File: config.mk
export PLATFORM = sky130hd
export DESIGN_NAME = i2c_slave_responder_flat
export DESIGN_NICKNAME = d
export VERILOG_FILES = /design/src/rtl/i2c_slave_responder_if.sv /design/src/rtl/i2c_slave_responder.sv /design/src/flat_wrapper.sv
export SDC_FILE = /design/constraint.sdc
export NUM_CORES = 1
export LEC_CHECK = 0
export ABC_AREA = 1
export BUFFER_PORTS_ARGS = -buffer_cell sky130_fd_sc_hd__buf_2
export CAP_MARGIN = 20
export CORE_ASPECT_RATIO = 1.25
export CORE_MARGIN = 4
export CORE_UTILIZATION = 53
export CTS_BUF_LIST = sky130_fd_sc_hd__clkbuf_8
export DETAILED_ROUTE_END_ITERATION = 12
export GPL_ROUTABILITY_DRIVEN = 0
export PLACE_DENSITY = 0.74
export SLEW_MARGIN = 0
export SYNTH_ARGS = -nofsm -noshare
export SYNTH_HDL_FRONTEND = slang
export SYNTH_SLANG_ARGS = --single-unit
File: constraint.sdc
create_clock -name clk_i -period 1.5 [get_ports clk_i]
set_input_delay 0 -clock clk_i [delete_from_list [all_inputs] [get_ports clk_i]]
set_output_delay 0 -clock clk_i [all_outputs]
set_load 0.01 [all_outputs]
File: src/rtl/i2c_slave_responder_if.sv
// i2c_slave_responder_if: bus pins and byte-stream handshakes of the I2C slave
// responder. The slave modport is used by the responder, the master modport by
// whatever drives the bus pins and the byte streams.
interface i2c_slave_responder_if;
    logic       scl_i;
    logic       sda_i;
    logic       scl_o;
    logic       sda_o;
    logic [7:0] rx_data_o;
    logic       rx_valid_o;
    logic       rx_ready_i;
    logic [7:0] tx_data_i;
    logic       tx_valid_i;
    logic       tx_ready_o;
    logic       start_o;
    logic       stop_o;
    logic       busy_o;

    modport slave (
        input  scl_i, sda_i, rx_ready_i, tx_data_i, tx_valid_i,
        output scl_o, sda_o, rx_data_o, rx_valid_o, tx_ready_o,
               start_o, stop_o, busy_o
    );

    modport master (
        output scl_i, sda_i, rx_ready_i, tx_data_i, tx_valid_i,
        input  scl_o, sda_o, rx_data_o, rx_valid_o, tx_ready_o,
               start_o, stop_o, busy_o
    );
endinterface

File: src/rtl/i2c_slave_responder.sv
// i2c_slave_responder: I2C slave answering one 7-bit address. Written bytes are
// delivered on the rx stream, read bytes are taken from the tx stream.
// Optional macro I2C_SLAVE_CLK_STRETCH_EN: when defined, a read with no tx byte
// available holds SCL low until one arrives; otherwise 8'hFF is returned.
module i2c_slave_responder #(
    parameter logic [6:0] SLAVE_ADDR  = 7'h22,
    parameter int         SYNC_STAGES = 2
) (
    input  logic                        clk_i,
    input  logic                        rst_i,
    i2c_slave_responder_if.slave        bus
);
    typedef enum logic [2:0] {
        S_IDLE     = 3'd0,
        S_ADDR     = 3'd1,
        S_ADDR_ACK = 3'd2,
        S_WR_DATA  = 3'd3,
        S_WR_ACK   = 3'd4,
        S_RD_DATA  = 3'd5,
        S_RD_ACK   = 3'd6,
        S_STRETCH  = 3'd7
    } state_t;

    logic [SYNC_STAGES-1:0] scl_sync_q, sda_sync_q;
    logic                   scl_prev_q, sda_prev_q;
    logic                   scl_s, sda_s;
    logic                   scl_rise_s, scl_fall_s, start_s, stop_s;

    state_t     state_q, state_d;
    logic [3:0] cnt_q, cnt_d;
    logic [7:0] sr_q, sr_d;
    logic       ack_q, ack_d;

    logic       scl_q, scl_d, sda_q, sda_d;
    logic [7:0] rx_data_q, rx_data_d;
    logic       rx_valid_q, rx_valid_d, tx_ready_q, tx_ready_d;
    logic       start_q, start_d, stop_q, stop_d, busy_q, busy_d;

    logic       ack_exit_s, enter_rd_s, go_stretch_s;
    logic [7:0] load_byte_s;

    assign scl_s      = scl_sync_q[SYNC_STAGES-1];
    assign sda_s      = sda_sync_q[SYNC_STAGES-1];
    assign scl_rise_s = scl_s & ~scl_prev_q;
    assign scl_fall_s = ~scl_s & scl_prev_q;
    assign start_s    = scl_s & scl_prev_q & sda_prev_q & ~sda_s;
    assign stop_s     = scl_s & scl_prev_q & ~sda_prev_q & sda_s;

    // Second SCL fall of an ACK slot (for RD_ACK: fall after a master ACK).
    assign ack_exit_s = ~start_s & ~stop_s & scl_fall_s & (cnt_q == 4'd1);
    assign enter_rd_s = ack_exit_s &
                        (((state_q == S_ADDR_ACK) & sr_q[0]) | (state_q == S_RD_ACK));
    assign load_byte_s = bus.tx_valid_i ? bus.tx_data_i : 8'hFF;
`ifdef I2C_SLAVE_CLK_STRETCH_EN
    assign go_stretch_s = ~bus.tx_valid_i;
`else
    assign go_stretch_s = 1'b0;
`endif

    // Pin synchronizers plus one history stage for edge detection.
    always_ff @(posedge clk_i or negedge rst_i) begin
        if (!rst_i) begin
            scl_sync_q <= {SYNC_STAGES{1'b1}};
            sda_sync_q <= {SYNC_STAGES{1'b1}};
            scl_prev_q <= 1'b1;
            sda_prev_q <= 1'b1;
        end else begin
            scl_sync_q <= {scl_sync_q[SYNC_STAGES-2:0], bus.scl_i};
            sda_sync_q <= {sda_sync_q[SYNC_STAGES-2:0], bus.sda_i};
            scl_prev_q <= scl_s;
            sda_prev_q <= sda_s;
        end
    end

    // State register with bit counter, shift register and ACK decision.
    always_ff @(posedge clk_i or negedge rst_i) begin
        if (!rst_i) begin
            state_q <= S_IDLE;
            cnt_q   <= 4'd0;
            sr_q    <= 8'h00;
            ack_q   <= 1'b0;
        end else begin
            state_q <= state_d;
            cnt_q   <= cnt_d;
            sr_q    <= sr_d;
            ack_q   <= ack_d;
        end
    end

    // Next-state logic; START/STOP take priority over any bit edge.
    always_comb begin
        state_d = state_q;
        cnt_d   = cnt_q;
        sr_d    = sr_q;
        ack_d   = ack_q;
        if (start_s) begin
            state_d = S_ADDR;
            cnt_d   = 4'd0;
        end else if (stop_s) begin
            state_d = S_IDLE;
            cnt_d   = 4'd0;
        end else begin
            case (state_q)
                S_IDLE: begin
                    state_d = S_IDLE;
                end
                S_ADDR: begin
                    if (scl_rise_s) begin
                        sr_d  = {sr_q[6:0], sda_s};
                        cnt_d = cnt_q + 4'd1;
                        if (cnt_q == 4'd7) begin
                            cnt_d   = 4'd0;
                            state_d = (sr_q[6:0] == SLAVE_ADDR) ? S_ADDR_ACK : S_IDLE;
                        end else begin
                            state_d = S_ADDR;
                        end
                    end else begin
                        state_d = S_ADDR;
                    end
                end
                S_ADDR_ACK, S_WR_ACK, S_RD_ACK: begin
                    if (state_q == S_RD_ACK && scl_rise_s) begin
                        // Master ACK keeps the read going, NACK ends it.
                        if (sda_s) begin
                            state_d = S_IDLE;
                        end else begin
                            cnt_d = 4'd1;
                        end
                    end else if (scl_fall_s && state_q != S_RD_ACK && cnt_q == 4'd0) begin
                        cnt_d = 4'd1;
                    end else if (enter_rd_s) begin
                        cnt_d   = 4'd0;
                        sr_d    = load_byte_s;
                        state_d = go_stretch_s ? S_STRETCH : S_RD_DATA;
                    end else if (ack_exit_s) begin
                        cnt_d = 4'd0;
                        if (state_q == S_WR_ACK && !ack_q) begin
                            state_d = S_IDLE;
                        end else begin
                            state_d = S_WR_DATA;
                        end
                    end else begin
                        state_d = state_q;
                    end
                end
                S_WR_DATA: begin
                    if (scl_rise_s) begin
                        sr_d  = {sr_q[6:0], sda_s};
                        cnt_d = cnt_q + 4'd1;
                        if (cnt_q == 4'd7) begin
                            cnt_d   = 4'd0;
                            ack_d   = bus.rx_ready_i;
                            state_d = S_WR_ACK;
                        end else begin
                            state_d = S_WR_DATA;
                        end
                    end else begin
                        state_d = S_WR_DATA;
                    end
                end
                S_RD_DATA: begin
                    if (scl_rise_s) begin
                        cnt_d = cnt_q + 4'd1;
                    end else if (scl_fall_s) begin
                        if (cnt_q == 4'd8) begin
                            cnt_d   = 4'd0;
                            state_d = S_RD_ACK;
                        end else begin
                            sr_d = {sr_q[6:0], 1'b1};
                        end
                    end else begin
                        state_d = S_RD_DATA;
                    end
                end
                S_STRETCH: begin
                    if (bus.tx_valid_i) begin
                        sr_d    = bus.tx_data_i;
                        cnt_d   = 4'd0;
                        state_d = S_RD_DATA;
                    end else begin
                        state_d = S_STRETCH;
                    end
                end
                default: begin
                    state_d = S_IDLE;
                    cnt_d   = 4'd0;
                end
            endcase
        end
    end

    // Output next values: pin drives, stream strobes and bus-condition pulses.
    always_comb begin
        sda_d      = sda_q;
        rx_data_d  = rx_data_q;
        rx_valid_d = 1'b0;
        tx_ready_d = 1'b0;
        start_d    = 1'b0;
        stop_d     = 1'b0;
        if (start_s) begin
            sda_d   = 1'b1;
            start_d = 1'b1;
        end else if (stop_s) begin
            sda_d  = 1'b1;
            stop_d = 1'b1;
        end else begin
            case (state_q)
                S_ADDR_ACK, S_WR_ACK, S_RD_ACK: begin
                    if (scl_fall_s && state_q != S_RD_ACK && cnt_q == 4'd0) begin
                        sda_d = (state_q == S_WR_ACK) ? ~ack_q : 1'b0;
                    end else if (enter_rd_s) begin
                        sda_d      = go_stretch_s ? 1'b1 : load_byte_s[7];
                        tx_ready_d = ~go_stretch_s & bus.tx_valid_i;
                    end else if (ack_exit_s) begin
                        sda_d = 1'b1;
                    end else begin
                        sda_d = sda_q;
                    end
                end
                S_WR_DATA: begin
                    if (scl_rise_s && cnt_q == 4'd7) begin
                        rx_data_d  = {sr_q[6:0], sda_s};
                        rx_valid_d = bus.rx_ready_i;
                    end else begin
                        rx_valid_d = 1'b0;
                    end
                end
                S_RD_DATA: begin
                    if (scl_fall_s) begin
                        sda_d = (cnt_q == 4'd8) ? 1'b1 : sr_q[6];
                    end else begin
                        sda_d = sda_q;
                    end
                end
                S_STRETCH: begin
                    if (bus.tx_valid_i) begin
                        sda_d      = bus.tx_data_i[7];
                        tx_ready_d = 1'b1;
                    end else begin
                        sda_d = 1'b1;
                    end
                end
                default: begin
                    sda_d = 1'b1;
                end
            endcase
        end
        if (state_d == S_IDLE) begin
            busy_d = 1'b0;
        end else if (state_q == S_ADDR && state_d == S_ADDR_ACK) begin
            busy_d = 1'b1;
        end else begin
            busy_d = busy_q;
        end
`ifdef I2C_SLAVE_CLK_STRETCH_EN
        // SCL is released one cycle after the first read bit is driven.
        scl_d = ~((state_d == S_STRETCH) ||
                  ((state_q == S_STRETCH) && !start_s && !stop_s));
`else
        scl_d = 1'b1;
`endif
    end

    // Output registers.
    always_ff @(posedge clk_i or negedge rst_i) begin
        if (!rst_i) begin
            scl_q      <= 1'b1;
            sda_q      <= 1'b1;
            rx_data_q  <= 8'h00;
            rx_valid_q <= 1'b0;
            tx_ready_q <= 1'b0;
            start_q    <= 1'b0;
            stop_q     <= 1'b0;
            busy_q     <= 1'b0;
        end else begin
            scl_q      <= scl_d;
            sda_q      <= sda_d;
            rx_data_q  <= rx_data_d;
            rx_valid_q <= rx_valid_d;
            tx_ready_q <= tx_ready_d;
            start_q    <= start_d;
            stop_q     <= stop_d;
            busy_q     <= busy_d;
        end
    end

    assign bus.scl_o      = scl_q;
    assign bus.sda_o      = sda_q;
    assign bus.rx_data_o  = rx_data_q;
    assign bus.rx_valid_o = rx_valid_q;
    assign bus.tx_ready_o = tx_ready_q;
    assign bus.start_o    = start_q;
    assign bus.stop_o     = stop_q;
    assign bus.busy_o     = busy_q;
endmodule

File: src/flat_wrapper.sv
// flat-port wrapper written by rule: the top's interface ports become plain ports
module i2c_slave_responder_flat 
#(
    parameter logic [6:0] SLAVE_ADDR  = 7'h22,
    parameter int         SYNC_STAGES = 2
)
  (clk_i, rst_i, bus_scl_i, bus_sda_i, bus_rx_ready_i, bus_tx_data_i, bus_tx_valid_i, bus_scl_o, bus_sda_o, bus_rx_data_o, bus_rx_valid_o, bus_tx_ready_o, bus_start_o, bus_stop_o, bus_busy_o);
  i2c_slave_responder_if bus_i ();
  input  logic clk_i;
  input  logic rst_i;
  input wire logic [$bits(bus_i.scl_i)-1:0] bus_scl_i;
  input wire logic [$bits(bus_i.sda_i)-1:0] bus_sda_i;
  input wire logic [$bits(bus_i.rx_ready_i)-1:0] bus_rx_ready_i;
  input wire logic [$bits(bus_i.tx_data_i)-1:0] bus_tx_data_i;
  input wire logic [$bits(bus_i.tx_valid_i)-1:0] bus_tx_valid_i;
  output wire logic [$bits(bus_i.scl_o)-1:0] bus_scl_o;
  output wire logic [$bits(bus_i.sda_o)-1:0] bus_sda_o;
  output wire logic [$bits(bus_i.rx_data_o)-1:0] bus_rx_data_o;
  output wire logic [$bits(bus_i.rx_valid_o)-1:0] bus_rx_valid_o;
  output wire logic [$bits(bus_i.tx_ready_o)-1:0] bus_tx_ready_o;
  output wire logic [$bits(bus_i.start_o)-1:0] bus_start_o;
  output wire logic [$bits(bus_i.stop_o)-1:0] bus_stop_o;
  output wire logic [$bits(bus_i.busy_o)-1:0] bus_busy_o;
  assign bus_i.scl_i = bus_scl_i;
  assign bus_i.sda_i = bus_sda_i;
  assign bus_i.rx_ready_i = bus_rx_ready_i;
  assign bus_i.tx_data_i = bus_tx_data_i;
  assign bus_i.tx_valid_i = bus_tx_valid_i;
  assign bus_scl_o = bus_i.scl_o;
  assign bus_sda_o = bus_i.sda_o;
  assign bus_rx_data_o = bus_i.rx_data_o;
  assign bus_rx_valid_o = bus_i.rx_valid_o;
  assign bus_tx_ready_o = bus_i.tx_ready_o;
  assign bus_start_o = bus_i.start_o;
  assign bus_stop_o = bus_i.stop_o;
  assign bus_busy_o = bus_i.busy_o;
  i2c_slave_responder #(.SLAVE_ADDR(SLAVE_ADDR), .SYNC_STAGES(SYNC_STAGES)) u_core (.clk_i(clk_i), .rst_i(rst_i), .bus(bus_i));
endmodule
==> Yosys cells after proc, flatten, opt, wreduce, memory -nomap -nowiden <==
Index checks and enable logic that the tools add are counted.
{ "totals": {"regBits": 35, "latch_bits": 0, "inputBits": 14, "output_inout_bits": 15, "ram_bits": 0, "word_cells": 153, "mem_count": 0, "rom_bits": 0} }
{ "op_classes": {"n_mux": 67, "bitwise": 20, "n_eq_ne": 30, "n_shift": 0, "n_lt_le_gt_ge": 0, "multipliers": 0, "reduce_logical": 20, "div_mod_pow": 0, "add_sub_neg": 1} }
{ "op_table": {"columns": ["operator", "n"], "rows": [
  ["7-bit two-way mux", 8],
  ["4-bit two-way mux", 13],
  ["3-bit two-way mux", 14],
  ["7-bit one-hot mux with 4 select lines", 1],
  ["1-bit two-way mux", 23],
  ["3-bit one-hot mux with 6 select lines", 1],
  ["4-bit one-hot mux with 4 select lines", 1],
  ["1-bit bitwise AND", 12],
  ["3-bit equality test, second input constant", 4],
  ["11-bit AND reduction", 1],
  ["2-bit inequality test, second input constant", 5],
  ["5-bit by 1-bit inequality test with 1-bit output, second input constant", 2],
  ["3-bit by 2-bit equality test with 1-bit output, second input constant", 3],
  ["8-bit two-way mux", 1],
  ["4-bit by 1-bit inequality test with 1-bit output, second input constant", 2],
  ["7-bit by 6-bit equality test with 1-bit output, second input constant", 1],
  ["7-bit by 1-bit inequality test with 1-bit output, second input constant", 1],
  ["1-bit NOT", 7],
  ["7-bit AND reduction", 1],
  ["1-bit logical AND", 6],
  ["3-bit zero test", 2],
  ["2-bit two-way mux", 3],
  ["2-bit by 1-bit inequality test with 1-bit output, second input constant", 3],
  ["6-bit by 1-bit inequality test with 1-bit output, second input constant", 1],
  ["22 further kinds", 22]
]} }

==> Depth between registers and ports, before layout <==
Gate-level depths: netlist of the first run.
{ "logic_depth": {"ltp_word": 18, "mapped_depth": 14} }

==> Worst setup path after synthesis of the first run <==
OpenSTA, ideal clock, no wires.
{ "synth_path": {"path_kind": "reg2reg", "startpoint": "register u_core.scl_sync_q[1]", "endpoint": "register u_core.busy_q (netlist: u_core.bus.busy_o)", "t_required_ps": 1383, "path_stages_with_launch": 12, "arrival_time_ps": 1492, "setup_time_ps": 117, "n_path_buf": 0, "setup_slack_ps": -108, "path_cell_list": "dfstp_2 inv_1 nor2_2 nand3_1 nor2_1 nor2_1 nand3_1 nand2_1 nand3_1 nand3_1 nand2_1 nand2_1"} }
{ "synth_via": {"elab_chain_cells": 17} }
{ "synth_rtl": {"columns": ["item", "line_no", "rtl"], "rows": [
  ["start, declared", "i2c_slave_responder.sv:24", "logic [SYNC_STAGES-1:0] scl_sync_q, sda_sync_q;"],
  ["start signal, assigned", "i2c_slave_responder.sv:63", "scl_sync_q <= {SYNC_STAGES{1'b1}};"],
  ["start signal, assigned", "i2c_slave_responder.sv:68", "scl_sync_q <= {scl_sync_q[SYNC_STAGES-2:0], bus.scl_i};"],
  ["1-bit bitwise AND", "i2c_slave_responder.sv:46, i2c_slave_responder.sv:47", null],
  ["1-bit bitwise AND, on equally long branches (2 in series)", "i2c_slave_responder.sv:46, i2c_slave_responder.sv:47", null],
  ["1-bit NOT (no line)", null, null],
  ["1-bit bitwise AND (3 in series)", "i2c_slave_responder.sv:50", "assign ack_exit_s = ~start_s & ~stop_s & scl_fall_s & (cnt_q == 4'd1);"],
  ["3-bit two-way mux or 1-bit bitwise AND (tied branches)", "i2c_slave_responder.sv:135, i2c_slave_responder.sv:51", null],
  ["3-bit two-way mux", "i2c_slave_responder.sv:131", "end else if (enter_rd_s) begin"],
  ["3-bit two-way mux", "i2c_slave_responder.sv:129", "end else if (scl_fall_s && state_q != S_RD_ACK && cnt_q == 4'd0) begin"],
  ["3-bit two-way mux", "i2c_slave_responder.sv:122", "if (state_q == S_RD_ACK && scl_rise_s) begin"],
  ["3-bit one-hot mux with 6 select lines", "i2c_slave_responder.sv:103", "case (state_q)"],
  ["3-bit two-way mux", "i2c_slave_responder.sv:99", "end else if (stop_s) begin"],
  ["3-bit two-way mux *", "i2c_slave_responder.sv:96", "if (start_s) begin"],
  ["3-bit by 2-bit equality test with 1-bit output", "i2c_slave_responder.sv:250", "end else if (state_q == S_ADDR && state_d == S_ADDR_ACK) begin"],
  ["1-bit logical AND", "i2c_slave_responder.sv:250", null],
  ["2-bit nonzero test (no line)", null, null],
  ["end signal, assigned", "i2c_slave_responder.sv:283", "busy_q <= busy_d;"],
  ["end, declared", "i2c_slave_responder.sv:37", "logic start_q, start_d, stop_q, stop_d, busy_q, busy_d;"]
]} }
Every way passes the cells marked *; elsewhere a longest branch is shown, timed or not.
A chain may end at the register's enable or synchronous reset.

==> Worst setup path after layout of the first run <==
Same ends and word-level chain as after synthesis.

==> flow_summary.yaml, run 1 <==
status:
  status: "complete, but fails checks"
  violations: "negative setup slack"
setup_path:
  cp-endpoint: "u_core.bus.busy_o"
  worstReg2RegStart: "u_core.scl_sync_q[1]"
  r2r_cells: 11
  cp-end-kind: "register"
  cp-startpoint: "u_core.scl_sync_q[1]"
  r2r_slack_ns: -0.44
  reg2reg_to: "u_core.bus.busy_o"
  cp-start-kind: "register"
  crit_fanout: 5
  path_class: "reg2reg"
  worstPathRequired_ns: 1.69
  cp_data_arrival_time_ns: 2.14
layout:
  diodes: 0
  post-route-util_pct: 87.87
  finalNetCount: 402
  stdcell_count: 440
  seqCellArea_um2: 888.4
  fillers: 176
  multiInputGateArea_um2: 1333
  drive_gt1_share_pct: 53.63
  area_growth_syn_to_layout_pct: 60.41
global_routing:
  grt_use_total_pct: 28.18
  first_global_vias: 2399
  antenna_found_initial: 0
  grt_pass1_wl_mm: 10.90
  grt_max_degree: 36
  grt_remaining_overflow: 0
logic_synthesis:
  yosysUniqueCellTypes: 31
  synth-edff-count: 0
  synth_simple_gate_area_share_pct: 32.17
  synth_top_family_by_area: "simple AND/OR/NAND/NOR gates"
  avgSynthCellArea_um2: 7.378
  synth_compound_area_share_pct: 13.52
  muxShareOfSynthArea_pct: 0
  synthCells: 281
  yosys_warnings: 0
  async_flop_share_pct: 100.0
  synth-xor-area-share_pct: 0.4225
  synth_top_flop_cell: "dfrtp_1"
  synth_fa_ha_area_share_pct: 1.811
  synth-seq-cells: 35
  synth-seq-area-share_pct: 42.67
  syn-cell-area_um2: 2073
  syn-num-nets: 298
power:
  leakagePower_uw: 0.001659
  p_per_area_nw_per_um2: 791.7
  power_uw: 2633
  ir_worst_vdd_v: 0.0006138
routing:
  drc_errors: 0
  drt_first_pass_iters: 5
  via_count: 2591
  ant_nets: 0
  avgRoutedWirePerCell_um: 18.46
  drtIter0Drc: 342
  viasPerCell: 5.889
  totalWireLength_mm: 8.122
timing:
  clock_skew_ns: 0.006720
  slew_viol_final: 0
  period_needed_ns: 1.944
  hold_violations: 0
  setup_ws_ns: -0.4443
  finalCritPeriodShare_pct: 129.6
  setup_viol: 27
  rsz0062_at_grt: "true"
  fmax_mhz: 514.3
placement:
  dp_cells: 410
  dp_hpwl_mm: 4.326
  portBuffers: 27
floorplanning:
  dieHeight_um: 77.93
  rows: 25
  core-area_um2: 3785
  die-area_um2: 4983
  ios: 29
  initial_core_util_pct: 54.78
  die-width_um: 63.94
cts:
  cts_max_level: 2
  cts_buffers: 5
  root_buffer: "clkbuf_8"
  clk_pin_slew_ns: 0.07
  worstSkewPairLatency_ns: 0.31
  cts_tree: "done"
  cts_buffer_depth: 2
  clock_sinks: 35
min_path:
  hp-class: "in2reg"
job:
  cap_violations: 0
-- cell families (layout without fill, tap and decap cells) --
logic type / Yosys count / after routing
AOI/OAI and AO/OA: 49 / 49
xor gates and xnor gates: 1 / 1
adders and majority gates: 3 / 3
buffers and inverters: 45 / 150
DFF: 35 / 35
other: 1 / 1
and+or+nand+nor: 147 / 147
-- through the flow --
step,setup TNS (ns),cell area (um2),hold WS [ns],setup WS [ns]
floorplan,-0.5233,2117,-0.2956,-0.06397
global placement,-3.644,2693,0.06339,-0.3562
detailed placement,-4.405,2693,0.06822,-0.3568
CTS,-2.969,3094,0.06873,-0.2360
global route,-8.007,3326,0.1027,-0.4926
finish,-6.937,3326,0.08486,-0.4443
-- worst min-delay path by stage --
stage	start	end	slack [ns]	cells past startpoint
2_1_floorplan	rst_i	u_core.ack_q	-0.30	0
3_3_place_gp	rst_i	u_core.cnt_q[2]	0.06	2
3_5_place_dp	rst_i	u_core.cnt_q[0]	0.07	2
4_1_cts	bus_tx_data_i[0]	u_core.sr_q[0]	0.07	5
5_1_grt	bus_tx_data_i[0]	u_core.sr_q[0]	0.10	5
6_report	bus_tx_data_i[0]	u_core.sr_q[0]	0.08	5
-- synth_stat cells, types with 3 or more instances --
master / count / area (um2)
dfrtp_1: 28 / 700.7
nand3_1: 23 / 115.1
ha_1: 3 / 37.54
o21ai_1: 10 / 50.05
nand4_1: 3 / 18.77
nor2_2: 5 / 31.28
inv_2: 4 / 15.01
nor3_1: 12 / 60.06
a21oi_1: 18 / 90.09
o21ai_0: 12 / 60.06
inv_1: 33 / 123.9
o21ai_2: 4 / 35.03
dfstp_2: 7 / 183.9
nand2_2: 7 / 43.79
nand2_1: 61 / 229.0
nor2_1: 31 / 116.4
-- layer usage --
metal	global-route usage [%]	vias to the layer above	share of wire, %
met2	48.40	189	49
met3	4.631	59	7.2
li1	-	1113	-
met1	32.24	1230	37
met5	0	-	0
met4	17.06	0	7.0
-- timing repair --
| action | CTS | global route |
|---|---|---|
| pin swaps | 9 | 23 |
| hold endpoints to repair | 32 | 0 |
| setup endpoints to repair | 27 | 27 |
| hold buffers | 5 | 0 |
| resized for setup | 46 | 50 |
| setup buffers | 11 | 5 |
| gates cloned | 0 | 1 |
-- placed cells by master, fill, tap and decap left out, drive strengths merged --
master and instances:
o21bai 1, o22ai 1, nand4 3, clkbuf 6, xor2 1, dlygate4sd3 5
inv 37, bufinv 1, nor4 1, nor2 36, a211oi 1, ha 3
clkinv 4, a21oi 19, conb 1, buf 97, nand3 24, o211ai 1
nand2 68, o21ai 26, nor3 15, dfstp 7, dfrtp 28
-- critical path: stages (launching register included) --
cell	delay, ns
dfstp_2	0.56
inv_2	0.07
nor2_4	0.24
inv_2	0.12
nand2_4	0.10
nand2_2	0.06
nor2_2	0.17
nand2_2	0.10
a21oi_2	0.16
nand3_1	0.09
nand2_1	0.09
nand2_1	0.07
-- layout make-up --
| class | instances | share of cell area, % |
|---|---|---|
| multi-input combinational | 201 | 40.07 |
| sequential | 35 | 26.71 |
| timing repair buffer | 103 | 23.40 |
| inverter | 39 | 4.402 |
| clock buffer | 5 | 2.069 |
| tap | 54 | 2.032 |
| clock inverter | 3 | 1.317 |
-- sequential cells by signal (all words and copies together) (netlist names) --
register / flops
u_core.bus.stop_o: 1
u_core.bus.tx_ready_o: 1
u_core.sr_q: 7
u_core.bus.start_o: 1
u_core.bus.rx_valid_o: 1
u_core.sda_prev_q: 1
u_core.bus.sda_o: 1
u_core.sda_sync_q: 2
u_core.scl_prev_q: 1
u_core.bus.rx_data_o: 8
u_core.ack_q: 1
u_core.cnt_q: 4
u_core.scl_sync_q: 2
u_core.state_q: 3
u_core.bus.busy_o: 1
-- power breakdown --
group | internal [uW] | switching, uW | leakage, uW | total (uW)
Clock | 495 | 387 | 0.0000581 | 881
Combinational | 258 | 364 | 0.00116 | 622
Sequential | 1040 | 88.4 | 0.000439 | 1130
Total | 1790 | 839 | 0.00166 | 2630
No activity file was read; power rests on OpenSTA's default activity.
==> inputs of run 2 (changes only) <==
--- a/config.mk
+++ b/config.mk
@@ -14,7 +14,7 @@
 export CTS_BUF_LIST = sky130_fd_sc_hd__clkbuf_8
 export DETAILED_ROUTE_END_ITERATION = 12
 export GPL_ROUTABILITY_DRIVEN = 0
-export PLACE_DENSITY = 0.74
+export PLACE_DENSITY_LB_ADDON = 0.12
 export SLEW_MARGIN = 0
 export SYNTH_ARGS = -nofsm -noshare
 export SYNTH_HDL_FRONTEND = slang
==> flow_summary.yaml, run 2 (synthesis results as in run 1) <==
floorplanning:
  die-area_um2: 4983
  core-area_um2: 3785
  die-width_um: 63.94
  ios: 29
  rows: 25
  initial_core_util_pct: 54.78
  dieHeight_um: 77.93
global_routing:
  grt_max_degree: 36
  antenna_found_initial: 0
  grt_pass1_wl_mm: 11.02
  first_global_vias: 2290
  grt_use_total_pct: 28.24
  grt_remaining_overflow: 0
cts:
  cts_buffers: 5
  root_buffer: "clkbuf_8"
  worstSkewPairLatency_ns: 0.30
  cts_buffer_depth: 2
  cts_tree: "done"
  clk_pin_slew_ns: 0.08
  cts_max_level: 2
  clock_sinks: 35
timing:
  slew_viol_final: 0
  setup_ws_ns: -0.4307
  hold_violations: 0
  period_needed_ns: 1.931
  setup_viol: 27
  rsz0062_at_grt: "true"
  fmax_mhz: 518.0
  clock_skew_ns: 0.008441
  fin_hold_ws_ns: 0.07756
  finalCritPeriodShare_pct: 128.7
routing:
  ant_nets: 0
  viasPerCell: 6.032
  via_count: 2666
  drt_first_pass_iters: 6
  totalWireLength_mm: 8.253
  drc_errors: 0
  avgRoutedWirePerCell_um: 18.67
  drtIter0Drc: 262
layout:
  diodes: 0
  area_growth_syn_to_layout_pct: 60.77
  finalNetCount: 404
  multiInputGateArea_um2: 1325
  final_common_cell: "buf_4"
  largest_reg_flops: 8
  final_cell_mix: "buf_4 (66), nand2_1 (47), buf_2 (27), inv_1 (26), dfrtp_1 (25)"
  post-route-util_pct: 88.07
  seqCellArea_um2: 888.4
  stdcell_count: 442
  fillers: 179
  drive_gt1_share_pct: 52.58
  fin_area_um2: 3333
job:
  cap_violations: 0
setup_path:
  cp-start-kind: "register"
  worstReg2RegStart: "u_core.scl_sync_q[1]"
  cp-end-kind: "register"
  crit_fanout: 4
  cp-startpoint: "u_core.scl_sync_q[1]"
  worstPathRequired_ns: 1.68
  path_class: "reg2reg"
  cp_data_arrival_time_ns: 2.11
placement:
  portBuffers: 27
  place_area_um2: 2693
  dp_hpwl_mm: 4.413
  dp_cells: 410
power:
  p_per_area_nw_per_um2: 803.8
  ir_worst_vdd_v: 0.0009482
  power_uw: 2679
  leakagePower_uw: 0.001655
status:
  violations: "negative setup slack"
  status: "complete, but fails checks"
min_path:
  hold_start: "bus_tx_data_i[0]"
  hp-class: "in2reg"
run 2: changes by cell type in the layout (fill, tap and decap cells not counted), sizes merged:
cell,previous run,this run
clkbuf,6,7
inv,37,38
buf,97,99
clkinv,4,2
run 2: repair_timing:
item / 4_1_cts / 5_1_grt
resized for setup: 33 / 54
hold buffers: 5 / 0
endpoints found under the hold margin: 32 / 0
setup endpoints to repair: 27 / 27
buffers inserted: 9 / 10
pin swaps: 10 / 20
cloned: 0 / 1
run 2: through the flow:
step | setup WS [ns] | setup TNS (ns)
5_1_grt | -0.4531 | -8.181
4_1_cts | -0.2046 | -2.880
2_1_floorplan | -0.06397 | -0.5233
3_5_place_dp | -0.3872 | -4.210
3_3_place_gp | -0.3839 | -3.695
6_report | -0.4307 | -6.290
run 2: final timing paths:
kind	to	slack (ns)	cells after the start
setup / recovery	u_core.bus.busy_o	-0.43	12
hold / removal	u_core.sr_q[0]	0.08	5
setup reg to reg	u_core.bus.busy_o	-0.43	12
hold reg to reg	u_core.sda_sync_q[1]	0.36	0
max in group asynchronous	u_core.state_q[0]	0.88	3
min in group asynchronous	u_core.bus.start_o	0.27	3
run 2: routing by layer:
metal | vias up | routed length (um) | track usage, %
met5 | - | 0 | 0
met3 | 78 | 706 | 5.065
met4 | 0 | 580 | 11.23
li1 | 1122 | - | -
met2 | 216 | 4027 | 48.71
met1 | 1250 | 2938 | 34.39
run 2: layout make-up:
class | instances | area share, %
multi-input combinational | 201 | 39.75
clock inverter | 2 | 1.164
clock buffer | 6 | 2.477
sequential | 35 | 26.65
inverter | 39 | 4.467
tap | 54 | 2.027
timing repair buffer | 105 | 23.46
run 2: where the power goes:
group          total, uW  switching [uW]  leakage [uW]  internal (uW)
logic                622             355       0.00115            268
clock network        938             391     0.0000618            547
registers           1120            78.2      0.000439           1040
total               2680             824       0.00165           1860
run 2: critical path, cell delays in order (launching register included):
cell and delay (ns):
dfstp_2 0.54, inv_2 0.05, nor2_4 0.16, buf_6 0.14
nand3_4 0.11, nor2_4 0.19, nor2_2 0.07, nand3_2 0.11
nand2_1 0.07, nand3_1 0.10, nand3_1 0.10, nand2_1 0.10
nand2_1 0.08
==> inputs of run 3 (changes only) <==
--- a/config.mk
+++ b/config.mk
@@ -10,7 +10,7 @@
 export CAP_MARGIN = 20
 export CORE_ASPECT_RATIO = 1.25
 export CORE_MARGIN = 4
-export CORE_UTILIZATION = 53
+export CORE_UTILIZATION = 59
 export CTS_BUF_LIST = sky130_fd_sc_hd__clkbuf_8
 export DETAILED_ROUTE_END_ITERATION = 12
 export GPL_ROUTABILITY_DRIVEN = 0
==> constraint.sdc (replaced) <==
create_clock -name clk_i -period 2.13 [get_ports clk_i]
set_input_delay 0 -clock clk_i [delete_from_list [all_inputs] [get_ports clk_i]]
set_output_delay 0 -clock clk_i [all_outputs]
set_load 0.01 [all_outputs]
==> flow_summary.yaml, run 3 (synthesis results as in run 1) <==
status:
  status: "completed"
placement:
  dp_hpwl_mm: 3.713
  dp_cells: 344
  portBuffers: 27
routing:
  via_count: 2004
  highest_layer: "met4"
  drc_errors: 0
  viasPerCell: 5.613
  ant_nets: 0
  drtIter0Drc: 119
  avgRoutedWirePerCell_um: 13.75
  totalWireLength_mm: 4.910
  drt_first_pass_iters: 4
  routed-wl-met3_um: 422
  wl_met2_mm: 2.425
  met1_length_mm: 1.926
floorplanning:
  rows: 23
  dieHeight_um: 74.28
  initial_core_util_pct: 63.20
  core-area_um2: 3281
  ios: 29
  die-area_um2: 4532
  die-width_um: 61.02
layout:
  drive_gt1_share_pct: 22.81
  post-route-util_pct: 73.15
  largest_reg_flops: 8
  final_cell_mix: "nand2_1 (61), inv_1 (34), nor2_1 (31), buf_2 (27), dfrtp_1 (27)"
  stdcell_count: 357
  multiInputGateArea_um2: 997.2
  diodes: 0
  finalNetCount: 336
  fillers: 279
  final_common_cell: "nand2_1"
  area_growth_syn_to_layout_pct: 15.75
  seqCellArea_um2: 885.9
cts:
  cts_max_level: 2
  cts_tree: "done"
  root_buffer: "clkbuf_8"
  worstSkewPairLatency_ns: 0.29
  cts_buffers: 5
  cts_buffer_depth: 2
  clock_sinks: 35
  clk_pin_slew_ns: 0.07
setup_path:
  r2r_slack_ns: 0.24
  cp-start-kind: "register"
  crit_fanout: 5
  cp-end-kind: "register"
  worstPathRequired_ns: 2.31
  cp_data_arrival_time_ns: 2.08
  path_class: "reg2reg"
timing:
  setup_viol: 0
  period_needed_ns: 1.894
  finalCritPeriodShare_pct: 88.92
  rsz0062_at_grt: "false"
  fin_hold_ws_ns: 0.07746
  clock_skew_ns: 0.008516
  finalSetupTns_ns: 0
  worst_pin_slew_ns: 0.7427
  maxSlewHeadroom_pct: 50.48
  slew_viol_final: 0
  fmax_mhz: 528.0
  hold_violations: 0
global_routing:
  antenna_found_initial: 0
  grt_use_total_pct: 25.45
  first_global_vias: 2006
  grt_max_degree: 36
  grt_pass1_wl_mm: 8.673
  grt_remaining_overflow: 0
power:
  p_per_area_nw_per_um2: 642.8
  ir_worst_vdd_v: 0.0005318
  power_uw: 1542
  leakagePower_uw: 0.001277
job:
  cap_violations: 0
min_path:
  hp-class: "in2reg"
## run 3: cell count changes in the layout (fill, tap and decap cells not counted), moves of 6 or more
cell / change
inv_2: -6
nand2_1: +14
inv_1: +8
nand2_2: -9
buf_4: -61
o21ai_0: +7
nor2_1: +16
nand3_2: -7
nand3_1: +9
nor2_4: -12
## run 3: cell type report
cell class,count,share of cell area [%]
repair buffers,37,9.698
inverters,39,6.100
flip-flops and latches,35,36.91
well taps,37,1.929
clock buffers,6,3.441
clock inverters,2,0.3650
multi-input cells,201,41.55
## run 3: final timing paths
path                                              to            startpoint  depth (start not counted)
worst max-delay path               u_core.bus.busy_o       u_core.cnt_q[0]                         11
worst min-delay path                  u_core.sr_q[0]      bus_tx_data_i[0]                          5
worst max register to register     u_core.bus.busy_o       u_core.cnt_q[0]                         11
worst min register to register  u_core.scl_sync_q[1]  u_core.scl_sync_q[0]                          0
max in group asynchronous          u_core.state_q[0]                 rst_i                          2
min in group asynchronous            u_core.cnt_q[0]                 rst_i                          2
## run 3: per-layer routing
layer,vias up,global-route usage [%]
li1,982,-
met1,895,32.55
met2,107,39.88
met3,20,5.208
met4,0,13.98
met5,-,0
## run 3: report_power, final
group,internal (uW),switching [uW]
clock network,256,239
logic,94.7,164
registers,733,55.2
total,1080,458
## run 3: timing repair
item	CTS	global route
gates resized for setup	0	1
buffers inserted	0	1
hold buffers	4	0
hold endpoints to repair	31	0
endpoints found under the setup margin	0	12
## run 3: critical path: stages (launching register included)
cell	delay [ns]
dfrtp_1	0.42
inv_1	0.11
ha_1	0.19
inv_1	0.05
nor2_1	0.15
nand3_1	0.20
nand4_1	0.17
nand2_1	0.06
a21oi_1	0.20
nand3_1	0.12
nand2_1	0.07
nand2_1	0.05
## run 3: per-stage QoR
step	setup slack, ns	cell area, um2
global placement	0.1616	2247
floorplan	0.5215	2073
detailed placement	0.1393	2247
CTS	0.1297	2379
finish	0.2360	2400
global route	0.05441	2400
